[config.mk]
export PLATFORM = sky130hd
export DESIGN_NAME = sub_iter_flat
export DESIGN_NICKNAME = d
export VERILOG_FILES = /design/src/rtl/sub_iter_if.sv /design/src/rtl/sub_iter.sv /design/src/flat_wrapper.sv
export SDC_FILE = /design/constraint.sdc
export NUM_CORES = 1
export LEC_CHECK = 0
export CAP_MARGIN = 20
export CORE_UTILIZATION = 46
export DETAILED_ROUTE_END_ITERATION = 8
export MAX_ROUTING_LAYER = met4
export PLACE_DENSITY_LB_ADDON = 0.05
export SLEW_MARGIN = 20
export SYNTH_ARGS = -nofsm -noshare
export SYNTH_HDL_FRONTEND = slang
export SYNTH_SLANG_ARGS = --single-unit
[constraint.sdc]
create_clock -name clk -period 5.1 [get_ports clk]
set_input_delay 1.275 -clock clk [delete_from_list [all_inputs] [get_ports clk]]
set_output_delay 1.275 -clock clk [all_outputs]
set_load 0.05 [all_outputs]
[src/rtl/sub_iter_if.sv]
// Operand/result handshake bundle for the iterative subtractor.
// The slave side is the subtractor; the master side is the ALU operand/writeback pair.
interface sub_iter_if #(
  parameter int WIDTH = 32
);
  logic             in_valid;
  logic             in_ready;
  logic [WIDTH-1:0] a;
  logic [WIDTH-1:0] b;
  logic             is_signed;
  logic             out_valid;
  logic             out_ready;
  logic [WIDTH-1:0] d;
  logic             borrow;
  logic             overflow;
  logic             zero;

  modport slave (
    input  in_valid, a, b, is_signed, out_ready,
    output in_ready, out_valid, d, borrow, overflow, zero
  );

  modport master (
    output in_valid, a, b, is_signed, out_ready,
    input  in_ready, out_valid, d, borrow, overflow, zero
  );
endinterface

[src/rtl/sub_iter.sv]
// Multi-cycle subtractor d = a - b, CHUNK bits per clock through a ripple-borrow chain.
// The borrow between chunks is held in brw_q; flags are registered on the final chunk.
module sub_iter #(
  parameter int WIDTH = 32,
  parameter int CHUNK = 8
) (
  input  logic      clk,
  input  logic      rst_n,
  sub_iter_if.slave bus
);

  localparam int NCHUNK = WIDTH / CHUNK;
  localparam int IDXW   = (NCHUNK > 1) ? $clog2(NCHUNK) : 1;

  typedef enum logic [1:0] {
    IDLE = 2'd0,
    RUN  = 2'd1,
    DONE = 2'd2
  } state_e;

  state_e           state_q, state_d;
  logic [WIDTH-1:0] a_q, a_d;
  logic [WIDTH-1:0] b_q, b_d;
  logic [WIDTH-1:0] d_q, d_d;
  logic             sgn_q, sgn_d;
  logic             brw_q, brw_d;
  logic             borrow_q, borrow_d;
  logic             ovf_q, ovf_d;
  logic             zero_q, zero_d;
  logic [IDXW-1:0]  idx_q, idx_d;

  logic [WIDTH-1:0] a_sh, b_sh, d_ins;
  logic [CHUNK-1:0] ca, cb, cd;
  logic             bin;
  logic             last;

  assign last = (idx_q == IDXW'(NCHUNK - 1));

  // Chunk selected by shifting rather than an indexed part-select.
  always_comb begin
    a_sh = a_q >> (32'(idx_q) * 32'(CHUNK));
    b_sh = b_q >> (32'(idx_q) * 32'(CHUNK));
    ca   = a_sh[CHUNK-1:0];
    cb   = b_sh[CHUNK-1:0];
    cd   = '0;
    bin  = brw_q;
    for (int unsigned i = 0; i < CHUNK; i++) begin
      cd[i] = ca[i] ^ cb[i] ^ bin;
      bin   = (~ca[i] & cb[i]) | (~(ca[i] ^ cb[i]) & bin);
    end
    d_ins = (d_q & ~(WIDTH'({CHUNK{1'b1}}) << (32'(idx_q) * 32'(CHUNK))))
          | (WIDTH'(cd) << (32'(idx_q) * 32'(CHUNK)));
  end

  always_comb begin
    state_d  = state_q;
    a_d      = a_q;
    b_d      = b_q;
    d_d      = d_q;
    sgn_d    = sgn_q;
    brw_d    = brw_q;
    borrow_d = borrow_q;
    ovf_d    = ovf_q;
    zero_d   = zero_q;
    idx_d    = idx_q;
    unique case (state_q)
      IDLE: begin
        if (bus.in_valid) begin
          a_d     = bus.a;
          b_d     = bus.b;
          sgn_d   = bus.is_signed;
          brw_d   = 1'b0;
          idx_d   = '0;
          state_d = RUN;
        end
      end
      RUN: begin
        d_d   = d_ins;
        brw_d = bin;
        idx_d = idx_q + IDXW'(1);
        if (last) begin
          idx_d    = '0;
          borrow_d = bin;
          zero_d   = (d_ins == '0);
          ovf_d    = sgn_q & (a_q[WIDTH-1] != b_q[WIDTH-1]) & (d_ins[WIDTH-1] != a_q[WIDTH-1]);
          state_d  = DONE;
        end
      end
      DONE: begin
        if (bus.out_ready) state_d = IDLE;
      end
      default: state_d = IDLE;
    endcase
  end

  always_ff @(posedge clk or negedge rst_n) begin
    if (!rst_n) begin
      state_q  <= IDLE;
      a_q      <= '0;
      b_q      <= '0;
      d_q      <= '0;
      sgn_q    <= 1'b0;
      brw_q    <= 1'b0;
      borrow_q <= 1'b0;
      ovf_q    <= 1'b0;
      zero_q   <= 1'b0;
      idx_q    <= '0;
    end else begin
      state_q  <= state_d;
      a_q      <= a_d;
      b_q      <= b_d;
      d_q      <= d_d;
      sgn_q    <= sgn_d;
      brw_q    <= brw_d;
      borrow_q <= borrow_d;
      ovf_q    <= ovf_d;
      zero_q   <= zero_d;
      idx_q    <= idx_d;
    end
  end

  assign bus.in_ready  = (state_q == IDLE);
  assign bus.out_valid = (state_q == DONE);
  assign bus.d         = d_q;
  assign bus.borrow    = borrow_q;
  assign bus.overflow  = ovf_q;
  assign bus.zero      = zero_q;

endmodule

[src/flat_wrapper.sv]
// flat-port wrapper written by rule: the top's interface ports become plain ports
module sub_iter_flat 
#(
  parameter int WIDTH = 32,
  parameter int CHUNK = 8
)
  (clk, rst_n, bus_in_valid, bus_a, bus_b, bus_is_signed, bus_out_ready, bus_in_ready, bus_out_valid, bus_d, bus_borrow, bus_overflow, bus_zero);
  sub_iter_if #(.WIDTH(WIDTH)) bus_i ();
  input  logic clk;
  input  logic rst_n;
  input wire logic [$bits(bus_i.in_valid)-1:0] bus_in_valid;
  input wire logic [$bits(bus_i.a)-1:0] bus_a;
  input wire logic [$bits(bus_i.b)-1:0] bus_b;
  input wire logic [$bits(bus_i.is_signed)-1:0] bus_is_signed;
  input wire logic [$bits(bus_i.out_ready)-1:0] bus_out_ready;
  output wire logic [$bits(bus_i.in_ready)-1:0] bus_in_ready;
  output wire logic [$bits(bus_i.out_valid)-1:0] bus_out_valid;
  output wire logic [$bits(bus_i.d)-1:0] bus_d;
  output wire logic [$bits(bus_i.borrow)-1:0] bus_borrow;
  output wire logic [$bits(bus_i.overflow)-1:0] bus_overflow;
  output wire logic [$bits(bus_i.zero)-1:0] bus_zero;
  assign bus_i.in_valid = bus_in_valid;
  assign bus_i.a = bus_a;
  assign bus_i.b = bus_b;
  assign bus_i.is_signed = bus_is_signed;
  assign bus_i.out_ready = bus_out_ready;
  assign bus_in_ready = bus_i.in_ready;
  assign bus_out_valid = bus_i.out_valid;
  assign bus_d = bus_i.d;
  assign bus_borrow = bus_i.borrow;
  assign bus_overflow = bus_i.overflow;
  assign bus_zero = bus_i.zero;
  sub_iter #(.WIDTH(WIDTH), .CHUNK(CHUNK)) u_core (.clk(clk), .rst_n(rst_n), .bus(bus_i));
endmodule
* Yosys cells after proc, flatten, opt, wreduce, memory -nomap -nowiden
Index checks and enable logic that the tools add are counted.
** Word-level totals
- Register bits after elaboration :: 105
- Output and inout bits :: 37
** Cells by class
- Bitwise logic cells :: 61
- Shift operators :: 4
- Muxes and demuxes :: 9
- Reductions and logical operators :: 7
- Equality and inequality tests :: 8
- Add/subtract/negate cells :: 1
** Operator list (number)
- $shr 32x5->8 :: 2
- $and 32x32->32 :: 1
- $logic_not 32->1 :: 1
- $not 32->32 :: 1
- $or 32x32->32 :: 1
- $shl 8x5->32 :: 1
- $shl 8x5->32 const A :: 1
- $and 1x1->1 :: 18
- $not 1->1 :: 16
- $xor 1x1->1 :: 16
- $mux 2 :: 5
- $or 1x1->1 :: 8
- $pmux 2 s3 :: 1
- $reduce_and 2->1 :: 3
- $eq 2x2->1 const B :: 2
- $ne 2x2->1 const B :: 2
- $pmux 2 s2 :: 1
- $reduce_and 3->1 :: 1
- $add 2x1->2 const B :: 1
- $eq 2x1->1 const B :: 1
- $logic_not 2->1 :: 1
- $ne 1x1->1 :: 2
- $ne 2x1->1 const B :: 1
- $pmux 1 s2 :: 1
- 2 further kinds :: 2

* Longest topological paths before layout
- Depth in word-level cells :: 22
- Mapped depth :: 17
- Mapped depth without buffers :: 16

* Least setup slack after synthesis
No wires, ideal clock.
- Path kind :: register to register
- From :: register u_core.idx_q[0]
- To :: register u_core.zero_q (netlist: u_core.bus.zero)
- Cell stages (with the launch flop) :: 17
- Setup slack :: 0.015 ns
- Buffers on the path :: 1
- Period minus slack after synthesis :: 5.085 ns
- Data required time :: 5.032 ns
- Arrival time :: 5.016 ns
- Setup time :: 0.068 ns
- Cells stage by stage :: dfrtp_1 > buf_4 > mux4_2 > inv_1 > fa_1 > inv_1 > fa_1 > fa_1 > fa_1 > fa_1 > fa_1 > fa_1 > fa_1 > o311ai_0 > nand2_1 > nor4_1 > a32o_1
** On the way
- Word-level cells in the longest chain between the ends :: 21
- Elaborated cells between the ends (all ways) :: 61
- Those cells by class :: eq/ne (1); shift (4); bitwise (54); reduce/logical (2)
** Ends and longest elaborated chain
- start, declared :: line sub_iter.sv:30 : logic [IDXW-1:0] idx_q, idx_d;
- start signal, assigned :: line sub_iter.sv:118 : idx_q <= idx_d;
- $shr 32x5->8 (on tied branches) :: line sub_iter.sv:41, sub_iter.sv:42
- $xor 1x1->1 :: line sub_iter.sv:48, sub_iter.sv:49
- $not 1->1 :: line sub_iter.sv:49 : bin = (~ca[i] & cb[i]) | (~(ca[i] ^ cb[i]) & bin);
- $and 1x1->1 :: line sub_iter.sv:49
- $or 1x1->1 :: line sub_iter.sv:49
- $and 1x1->1 :: line sub_iter.sv:49
- $or 1x1->1 :: line sub_iter.sv:49
- $and 1x1->1 :: line sub_iter.sv:49
- (+5 left out)
- $and 1x1->1 :: line sub_iter.sv:49
- $or 1x1->1 :: line sub_iter.sv:49
- $and 1x1->1 :: line sub_iter.sv:49
- $or 1x1->1 :: line sub_iter.sv:49
- $xor 1x1->1 :: line sub_iter.sv:48 : cd[i] = ca[i] ^ cb[i] ^ bin;
- $shl 8x5->32 :: line sub_iter.sv:52 : | (WIDTH'(cd) << (32'(idx_q) * 32'(CHUNK)));
- $or 32x32->32 :: line sub_iter.sv:52
- $logic_not 32->1 :: line sub_iter.sv:84 : zero_d = (d_ins == '0);
- end signal, assigned :: line sub_iter.sv:117 : zero_q <= zero_d;
- end, declared :: line sub_iter.sv:29 : logic zero_q, zero_d;
Several ways; a longest one is shown, not always the timed one.
A chain may end at the register's enable or synchronous reset.

* Worst setup path after layout
Same ends and word-level chain as after synthesis.

==> impl_metrics.json <==
{
  "end_kind": "flop",
  "slowest_delay_ns": 0.52,
  "regToRegSetupSlack_ns": 0.26,
  "max_freq_mhz": 207,
  "io-pin-count": 106,
  "dieArea_mm2": 0.0107,
  "syn_nets": 541,
  "cts_buffers": 9,
  "diodes": 0,
  "ant_nets": 0,
  "viasPerCell": 5.26,
  "die_width_um": 103,
  "synth-simple-area-share_pct": 20.4,
  "dp_slack_ns": 0.0114,
  "nNetsFinal": 645,
  "crit_type": "reg2reg",
  "clk_pin_slew_ns": 0.10,
  "holdPathStages": 2,
  "synth_compound_gate_area_share_pct": 8.71,
  "final.min_clock_period_ns": 4.84,
  "min_period_over_period_pct": 94.9,
  "num_vias": 3691,
  "status": "completed",
  "cp_data_arrival_time_ns": 5.14,
  "synth_seq_cells": 105,
  "synthArstFlopShare_pct": 100,
  "slew_headroom_pct": 49.0,
  "synth_top_family_by_area": "simple AND/OR/NAND/NOR gates",
  "synth_flop_cell": "dfrtp_1",
  "area_growth_syn_to_layout_pct": 30.0,
  "worst_slew_pin_slew_ns": 0.766,
  "finalWorstSetupSlack_ns": 0.258,
  "rsz0062_at_grt": "no",
  "grt_pass1_wl_mm": 17.6,
  "synth-seq-area-share_pct": 55.6,
  "clk-insertion-delay-late_ns": 0.36,
  "synthXorXnorAreaFrac_pct": 0,
  "synth_adder_area_share_pct": 4.45,
  "startpoint_type": "flop",
  "fin_skew_ns": 0.0119,
  "postSynthCellCount": 460,
  "maxSlewViolCount": 0,
  "fp-row-count": 36,
  "port_buffers": 105,
  "fill_cells": 838,
  "cap_viol_max_count": 0,
  "cts_tree": "yes",
  "drive_gt1_share_pct": 10.2,
  "tns_ns": 0,
  "yosysWarnings": 0,
  "r2r_start": "u_core.idx_q[0]",
  "netlist_area_mm2": 0.00472,
  "critPathMaxFanout": 5,
  "fp.dieH_um": 103,
  "clockRootBuffer": "clkbuf_8",
  "synth_edf_count": 0,
  "hold_end": "u_core.a_q[25]",
  "timing.rr.end": "u_core.bus.zero",
  "antenna_found_initial": 0,
  "synthMuxAreaShare_pct": 7.63,
  "cp_cell_sequence": "mux4_2 -> inv_1 -> fa_1 -> inv_1 -> fa_1 -> fa_1 -> fa_2 -> fa_2 -> fa_1 -> fa_2 -> fa_2 -> nor3_2 -> o221ai_1 -> nor4_2 -> a32o_1",
  "worst_path_max_delay_cell": "mux4_2",
  "totalWireLength_mm": 10.9,
  "grt_pass1_vias": 3515,
  "start_util_pct": 47.9,
  "overflow": 0,
  "ys_types": 31,
  "wl_per_cell_um": 15.5,
  "finalHoldViolCount": 0,
  "required_ns": 5.40,
  "drt_iter0_markers": 153,
  "drtPass1Iterations": 4,
  "grt_max_degree": 88,
  "dp_cells": 685,
  "worstHoldStart": "u_core.a_q[25]",
  "hp-class": "reg2reg",
  "cts_buffer_depth": 2,
  "synth_area_per_cell_um2": 10.3,
  "grt_use_total_pct": 22.7,
  "core_mm2": 0.00986,
  "setup_viol": 0,
  "dp_hpwl_mm": 7.81,
  "drc_errors": 0,
  "worstRegToRegCells": 15,
  "routabilityCongestion": 0.892,
  "finalNonFillerCells": 702,
  "htree_levels": 3,
  "cts.sinks": 105,
  "postCtsHoldBufs": 0
}
[metal layers]
layer  vias to the layer above  GRT usage, %  part of all wire (%)
met5                         -             -                     0
met4                         0          6.83                   1.7
met3                        16          3.76                   4.6
met2                        98          35.0                    48
met1                      1840          31.1                    45
li1                       1737             -                     -
[placed cells by master, fill, tap and decap left out, types with 5 or more instances in the layout]
cell type        netlist  layout
mux4_2                16      16
nand2_1              207     206
a22o_1                30      30
dfrtp_1              105     105
inv_1                 12      12
buf_4                  1       8
clkdlybuf4s50_1        0     104
o21ai_0                7       6
clkbuf_8               0      10
nor4_1                 7       6
a21oi_1                5       5
[synth_stat cells (all sizes together), types with 4 or more instances]
cell type	count	area, um2
nand2	207	777
nor2	5	21.3
nand3	4	20.0
nand2b	4	25.0
clkbuf	7	26.3
ha	4	50.1
nor3	6	45.0
fa	8	160
a21oi	6	33.8
mux4	16	360
o21ai	10	50.0
nor2b	4	25.0
buf	14	72.6
a22o	30	263
dfrtp	105	2630
nor4	7	43.8
inv	14	52.6
[metrics by stage]
step | hold slack (ns) | area [um2] | util (%)
final | 0.481 | 6140 | 62.3
after global routing | 0.499 | 6140 | 62.3
after CTS | 0.482 | 6100 | 61.8
after detailed placement | 0.459 | 5900 | 59.9
after global placement | 0.454 | 5900 | 59.9
after floorplan | 0.440 | 4720 | -
[registers in the layout, summed over array words and instances (netlist names)]
name and cells:
u_core.bus.borrow 1, u_core.sgn_q 1, u_core.a_q 32, u_core.brw_q 1
u_core.bus.d 32, u_core.idx_q 2, u_core.bus.overflow 1, u_core.state_q 2
u_core.b_q 32, u_core.bus.zero 1
[worst max-delay path by stage]
| stage | from | endpoint | depth (start not counted) |
|---|---|---|---|
| floorplan | u_core.idx_q[0] | u_core.bus.zero | 16 |
| global placement | u_core.idx_q[0] | u_core.bus.zero | 13 |
| detailed placement | u_core.idx_q[0] | u_core.bus.zero | 13 |
| CTS | u_core.idx_q[0] | u_core.bus.zero | 15 |
| global route | u_core.idx_q[0] | u_core.bus.overflow | 16 |
| finish | u_core.idx_q[0] | u_core.bus.zero | 15 |
[area by class of cell]
type                    count  area [um2]  share of cell area [%]
clock buffers              10         138                    2.24
inverters                  14        52.6                   0.856
flip-flops and latches    105        2630                    42.8
well taps                 133         166                    2.71
clock inverters             6        50.0                   0.815
multi-input cells         320        1980                    32.2
repair buffers            114        1130                    18.4
[kinds of logic after synthesis]
family,count (synthesis)
simple gates,238
compound gates,54
fa+ha+maj,12
buf+inv,35
flops,105
mux,16
[critical path, delay by kind of cell, from the launching register on]
family,cells,cell delay [ns]
adder cells (fa/ha/maj),8,2.90
multiplexers,1,0.52
AO/OA/AOI/OAI,2,0.35
buffers and inverters,2,0.15
AND/OR/NAND/NOR,2,0.43
flip-flops,1,0.43
[repair_timing]
action                     4_1_cts  5_1_grt
setup endpoints to repair        1        2
setup buffers                    0        1
cloned                           0        0
pin swaps                        0        2
gates resized for setup          1       10
Power is not shown: default switching activity piles up to over one toggle a cycle in this logic, so the estimate is an artifact.
